File: config.mk
export PLATFORM = sky130hd
export DESIGN_NAME = if_fetch_flat
export DESIGN_NICKNAME = d
export VERILOG_FILES = /design/src/rtl/mips_core_pkg.sv /design/src/rtl/if_fetch_if.sv /design/src/rtl/if_inst_buf.sv /design/src/rtl/if_fetch.sv /design/src/flat_wrapper.sv
export SDC_FILE = /design/constraint.sdc
export NUM_CORES = 1
export LEC_CHECK = 0
export CAP_MARGIN = 5
export CORE_ASPECT_RATIO = 1.4
export CORE_MARGIN = 2
export CORE_UTILIZATION = 40
export CTS_CLUSTER_DIAMETER = 30
export DETAILED_ROUTE_END_ITERATION = 12
export PLACE_DENSITY = 0.78
export RECOVER_POWER = 25
export SLEW_MARGIN = 20
export SYNTH_ARGS = -nofsm -noshare
export SYNTH_HDL_FRONTEND = slang
export SYNTH_SLANG_ARGS = --single-unit
File: constraint.sdc
create_clock -name clk -period 7.05 [get_ports clk]
set_input_delay 1.41 -clock clk [delete_from_list [all_inputs] [get_ports clk]]
set_output_delay 1.41 -clock clk [all_outputs]
set_load 0.005 [all_outputs]
File: src/rtl/mips_core_pkg.sv
// Shared MIPS core definitions: boot/exception vectors and the
// fetch-stage state encoding.
package mips_core_pkg;

  localparam logic [31:0] RESET_PC_DEF = 32'hBFC0_0000;
  localparam logic [31:0] EXC_VECTOR   = 32'hBFC0_0380;

  typedef enum logic [1:0] {
    REQ,
    WAIT,
    HOLD
  } fetch_state_t;

endpackage

File: src/rtl/if_fetch_if.sv
// SRAM-like instruction bus, single outstanding request.
// master = fetch stage (drives req/addr), slave = memory side.
interface if_fetch_if;

  logic        inst_req;
  logic [31:0] inst_addr;
  logic        inst_addr_ok;
  logic        inst_data_ok;
  logic [31:0] inst_rdata;

  modport master (
    output inst_req,
    output inst_addr,
    input  inst_addr_ok,
    input  inst_data_ok,
    input  inst_rdata
  );

  modport slave (
    input  inst_req,
    input  inst_addr,
    output inst_addr_ok,
    output inst_data_ok,
    output inst_rdata
  );

endinterface

File: src/rtl/if_inst_buf.sv
// One-entry IF->ID buffer: valid/PC/instr/AdEL.
// Ports: clk, rst, load_i/clear_i/pop_i controls, entry data in, entry out.
module if_inst_buf (
  input  logic        clk,
  input  logic        rst,
  input  logic        load_i,
  input  logic        clear_i,
  input  logic        pop_i,
  input  logic [31:0] pc_i,
  input  logic [31:0] instr_i,
  input  logic        adel_i,
  output logic        valid_o,
  output logic [31:0] pc_o,
  output logic [31:0] instr_o,
  output logic        adel_o
);

  logic        valid_q;
  logic [31:0] pc_q;
  logic [31:0] instr_q;
  logic        adel_q;

  // Clear/pop only drop valid; stale data is never observed
  // because consumers qualify with valid.
  always_ff @(posedge clk or posedge rst) begin
    if (rst) begin
      valid_q <= 1'b0;
      pc_q    <= 32'h0;
      instr_q <= 32'h0;
      adel_q  <= 1'b0;
    end else if (clear_i || pop_i) begin
      valid_q <= 1'b0;
    end else if (load_i) begin
      valid_q <= 1'b1;
      pc_q    <= pc_i;
      instr_q <= instr_i;
      adel_q  <= adel_i;
    end
  end

  assign valid_o = valid_q;
  assign pc_o    = pc_q;
  assign instr_o = instr_q;
  assign adel_o  = adel_q;

endmodule

File: src/rtl/if_fetch.sv
// Instruction fetch stage: PC register, single-outstanding bus FSM,
// flush/discard handling, one-entry buffer towards ID.
// Ports: clk, rst, NPC/PCWr/IF_Flush in, PC out, ibus (master),
// IF_valid/IF_PC/IF_Instr/IF_AdEL to ID.
module if_fetch
  import mips_core_pkg::*;
#(
  parameter logic [31:0] RESET_PC = RESET_PC_DEF
) (
  input  logic        clk,
  input  logic        rst,
  input  logic [31:0] NPC,
  input  logic        PCWr,
  input  logic        IF_Flush,
  output logic [31:0] PC,
  if_fetch_if.master  ibus,
  output logic        IF_valid,
  output logic [31:0] IF_PC,
  output logic [31:0] IF_Instr,
  output logic        IF_AdEL
);

  fetch_state_t state_q;
  logic [31:0]  pc_q;
  logic         discard_q;

  logic in_req;
  logic in_wait;
  logic in_hold;
  logic pc_mis;
  logic req_acc;
  logic rsp;

  logic        buf_load;
  logic        buf_pop;
  logic        adel_load;
  logic        data_load;
  logic [31:0] buf_instr;

  assign in_req  = (state_q == REQ);
  assign in_wait = (state_q == WAIT);
  assign in_hold = (state_q == HOLD);
  assign pc_mis  = (pc_q[1:0] != 2'b00);

  assign ibus.inst_req  = in_req && !pc_mis &&
                          !IF_valid && !rst;
  assign ibus.inst_addr = pc_q;

  assign req_acc = ibus.inst_req && ibus.inst_addr_ok;
  assign rsp     = in_wait && ibus.inst_data_ok;

  assign adel_load = in_req && pc_mis;
  assign data_load = rsp && !discard_q;
  assign buf_load  = !IF_Flush && (adel_load || data_load);
  assign buf_pop   = in_hold && IF_valid && PCWr;
  assign buf_instr = adel_load ? 32'h0 : ibus.inst_rdata;

  always_ff @(posedge clk or posedge rst) begin
    if (rst) begin
      state_q   <= REQ;
      pc_q      <= RESET_PC;
      discard_q <= 1'b0;
    end else if (IF_Flush) begin
      pc_q <= NPC;
      if (rsp) begin
        // The outstanding response lands on the flush cycle
        // itself: nothing is left in flight to discard.
        state_q   <= REQ;
        discard_q <= 1'b0;
      end else if (in_wait || req_acc) begin
        state_q   <= WAIT;
        discard_q <= 1'b1;
      end else begin
        state_q <= REQ;
      end
    end else begin
      unique case (state_q)
        REQ: begin
          if (pc_mis)
            state_q <= HOLD;
          else if (req_acc)
            state_q <= WAIT;
        end
        WAIT: begin
          if (ibus.inst_data_ok) begin
            if (discard_q) begin
              discard_q <= 1'b0;
              state_q   <= REQ;
            end else begin
              state_q <= HOLD;
            end
          end
        end
        HOLD: begin
          if (buf_pop) begin
            pc_q    <= NPC;
            state_q <= REQ;
          end
        end
        default: state_q <= REQ;
      endcase
    end
  end

  if_inst_buf u_buf (
    .clk     (clk),
    .rst     (rst),
    .load_i  (buf_load),
    .clear_i (IF_Flush),
    .pop_i   (buf_pop),
    .pc_i    (pc_q),
    .instr_i (buf_instr),
    .adel_i  (adel_load),
    .valid_o (IF_valid),
    .pc_o    (IF_PC),
    .instr_o (IF_Instr),
    .adel_o  (IF_AdEL)
  );

  assign PC = pc_q;

  // A response is only legal while one is outstanding.
  ap_no_stray_rsp: assert property (
    @(posedge clk) disable iff (rst)
    ibus.inst_data_ok |-> (in_wait || discard_q)
  );

endmodule

File: src/flat_wrapper.sv
// flat-port wrapper written by rule: the top's interface ports become plain ports
module if_fetch_flat import mips_core_pkg::*;
#(
  parameter logic [31:0] RESET_PC = RESET_PC_DEF
)
  (clk, rst, NPC, PCWr, IF_Flush, PC, IF_valid, IF_PC, IF_Instr, IF_AdEL, ibus_inst_req, ibus_inst_addr, ibus_inst_addr_ok, ibus_inst_data_ok, ibus_inst_rdata);
  if_fetch_if ibus_i ();
  input  logic clk;
  input  logic rst;
  input  logic [31:0] NPC;
  input  logic PCWr;
  input  logic IF_Flush;
  output logic [31:0] PC;
  output logic IF_valid;
  output logic [31:0] IF_PC;
  output logic [31:0] IF_Instr;
  output logic IF_AdEL;
  output wire logic [$bits(ibus_i.inst_req)-1:0] ibus_inst_req;
  output wire logic [$bits(ibus_i.inst_addr)-1:0] ibus_inst_addr;
  input wire logic [$bits(ibus_i.inst_addr_ok)-1:0] ibus_inst_addr_ok;
  input wire logic [$bits(ibus_i.inst_data_ok)-1:0] ibus_inst_data_ok;
  input wire logic [$bits(ibus_i.inst_rdata)-1:0] ibus_inst_rdata;
  assign ibus_inst_req = ibus_i.inst_req;
  assign ibus_inst_addr = ibus_i.inst_addr;
  assign ibus_i.inst_addr_ok = ibus_inst_addr_ok;
  assign ibus_i.inst_data_ok = ibus_inst_data_ok;
  assign ibus_i.inst_rdata = ibus_inst_rdata;
  if_fetch #(.RESET_PC(RESET_PC)) u_core (.clk(clk), .rst(rst), .NPC(NPC), .PCWr(PCWr), .IF_Flush(IF_Flush), .PC(PC), .ibus(ibus_i), .IF_valid(IF_valid), .IF_PC(IF_PC), .IF_Instr(IF_Instr), .IF_AdEL(IF_AdEL));
endmodule
==> flow_summary.yaml <==
placement:
  place_congestion: 0.748
  port_buffers: 200
  dp_cells: 563
  place_hpwl_um: 6970
sta:
  fin_skew_ns: 0.00518
  relSlewSlack_pct: 0.902
  max_freq_mhz: 234
  drv_slew: 0
  hold_viol: 0
  finalCriticalPeriod_ns: 4.27
  finalSetupViolCount: 0
  finalSetupTns_ns: 0
  period_share_pct: 60.6
  max_slew.worst_pin.slew_ns: 1.48
  rsz0062_at_grt: "no"
yosys:
  synth_edf_count: 0
  ys_types: 28
  netlist.area_leader.share_pct: 56.7
  syn_area_mm2: 0.00406
  syn_inst: 271
  ys_seq_elements: 101
  avgSynthCellArea_um2: 15.0
  syn-num-nets: 341
  ys_async_sr_fraction_pct: 100
  synthTopCellsByArea: "dfrtp_1 (57%), mux2_2 (17%), a22o_1 (7.3%)"
  yosysTopAreaCell: "dfrtp_1"
  yosysWarnings: 0
  yosys_most_used_dff: "dfrtp_1"
  ys_seq_area_share_pct: 62.5
setup_path:
  r2r_start: "u_core.state_q[0]"
  worst_path_max_delay_cell: "dlygate4sd3_1"
  critPathKind: "in2out"
  slowest_delay_ns: 0.58
  start_kind: "input pin"
  cp_data_arrival_time_ns: 2.86
  r2r_end: "u_core.u_buf.pc_o[2]"
  cp_cell_sequence: "dlygate4sd3_1 -> nor4_1 -> clkdlybuf4s50_1"
  worstPathBufferInverterCount: 2
  cp-end-kind: "output port"
  reg2regPathDepth: 4
  cp.required_ns: 5.64
  path_delay_family: "buffers and inverters"
  worst-r2r-setup-slack_ns: 4.78
  cp_max_fo: 3
grt:
  grt_usage_pct: 17.2
  antenna_found_initial: 0
  grt_overflow: 0
  grt_pass1_wl_um: 14600
  grt_max_degree: 68
  grt_pass1_vias: 2926
clock_tree:
  cts_resized: 0
  cts_buffers: 9
  root_buffer: "clkbuf_16"
  cts_hold_buf: 0
  cts_buffer_depth: 2
  cts_setup_buffers: 0
  clock_sinks: 101
  tritoncts: "built"
  clk_latency_ns: 0.33
  path_clk_slew_ns: 0.06
  htree_levels: 3
floorplanning:
  dieWidth_um: 89.2
  coreArea_mm2: 0.00990
  die-area_mm2: 0.0110
  io_pins: 201
  die_height_um: 123
  initial_core_util_pct: 41.0
  placementRows: 43
cells_and_area:
  area_growth_pct: 53.9
  final_net_count: 509
  drive_above_1_share_pct: 21.8
  diodes: 0
  final_cells: 579
power:
  cellLeakagePower_nw: 2.71
  power_density_mw_per_mm2: 267
  peakVddDrop_uv: 170
worst_hold_path:
  hold_end: "u_core.u_buf.pc_o[13]"
  hold_path.class: "reg2reg"
  hold_start: "u_core.u_buf.pc_o[13]"
  hold-path-cell-count: 1
status:
  violations: "max-capacitance violations"
  outcome: "finished with violations"
routing:
  drc: 0
  drt-initial-drc-count: 94
  vias: 2806
  wl_um: 9400
  ant_nets: 0
  firstDrtPassIters: 3
  via_per_inst: 4.85
  routedWlPerCell_um: 16.2
run:
  max_cap_viol_count: 1
==> kinds of logic (layout without fill, tap and decap cells) <==
kind of cell / count (synthesis) / count (layout) / synth area share (%)
multiplexers: 62 / 62 / 17.3
flip-flops: 101 / 101 / 62.5
AND/OR/NAND/NOR: 14 / 14 / 2.28
buffers and inverters: 50 / 223 / 8.72
AO/OA/AOI/OAI: 44 / 44 / 9.18
==> area by class of cell <==
| type | count | area, µm² |
|---|---|---|
| clock buffer | 10 | 239 |
| clock inverter | 6 | 61.3 |
| fill | 811 | 3650 |
| inverter | 3 | 12.5 |
| multi-input combinational | 120 | 1170 |
| sequential | 101 | 2540 |
| tap | 135 | 169 |
| timing repair buffer | 204 | 2050 |
==> placed cells by master, fill, tap and decap left out, drive strengths merged, types with 3 or more instances in the layout <==
master / synthesis / routed
clkdlybuf4s50: 0 / 152
dfrtp: 92 / 92
mux2: 62 / 62
dlygate4sd3: 0 / 48
a22o: 34 / 34
clkbuf: 0 / 10
dfstp: 9 / 9
a21oi: 4 / 4
buf: 47 / 4
nor2: 3 / 3
clkinv: 0 / 3
inv: 3 / 3
==> registers in the layout, indices dropped and copies added, names as in the netlist <==
| register | count |
|---|---|
| u_core.u_buf.instr_o | 32 |
| u_core.state_q | 2 |
| u_core.u_buf.pc_o | 32 |
| u_core.discard_q | 1 |
| u_core.u_buf.adel_o | 1 |
| u_core.PC | 32 |
| u_core.u_buf.valid_o | 1 |
==> how the worst max path moves through the flow <==
| stage | from | cells after the start | to | slack (ns) |
|---|---|---|---|---|
| 2_1_floorplan | rst | 1 | u_core.PC[0] | 3.01 |
| 3_3_place_gp | rst | 3 | ibus_inst_req | 2.97 |
| 3_5_place_dp | rst | 3 | ibus_inst_req | 2.86 |
| 4_1_cts | rst | 3 | ibus_inst_req | 2.86 |
| 5_1_grt | rst | 3 | ibus_inst_req | 2.71 |
| 6_report | rst | 3 | ibus_inst_req | 2.78 |
==> power breakdown <==
part	internal, mW	switching, mW	leakage [nW]
Combinational	0.299	0.134	1.31
Sequential	0.682	0.0622	1.25
Clock	0.284	0.206	0.149
==> synth_stat cells, types with 2 or more instances <==
cell type  instances
mux2_2            61
a22o_1            34
buf_6              4
buf_2             10
inv_1              3
a21oi_1            3
buf_4             33
nor2_1             3
o21ai_0            2
dfstp_2            9
dfrtp_1           92
==> stage by stage <==
stage / setup slack, ns / power, mW / cell area, µm² / hold slack, ns / util, %
floorplan: 3.01 / 0.929 / 4060 / 0.490 / -
global placement: 2.97 / 1.20 / 5930 / 0.485 / 59.9
detailed placement: 2.86 / 1.22 / 5950 / 0.491 / 60.1
CTS: 2.86 / 1.72 / 6250 / 0.507 / 63.2
global route: 2.71 / 1.75 / 6250 / 0.513 / 63.1
finish: 2.78 / 1.67 / 6250 / 0.498 / 63.1
==> routing by layer <==
layer | up-vias | GRT usage, % | part of all wire, %
li1 | 1282 | - | -
met1 | 1401 | 19.5 | 37
met2 | 114 | 29.9 | 53
met3 | 9 | 5.94 | 8.0
met4 | 0 | 5.69 | 1.2
met5 | - | 0 | 0
(Power assumes the default switching activity.)
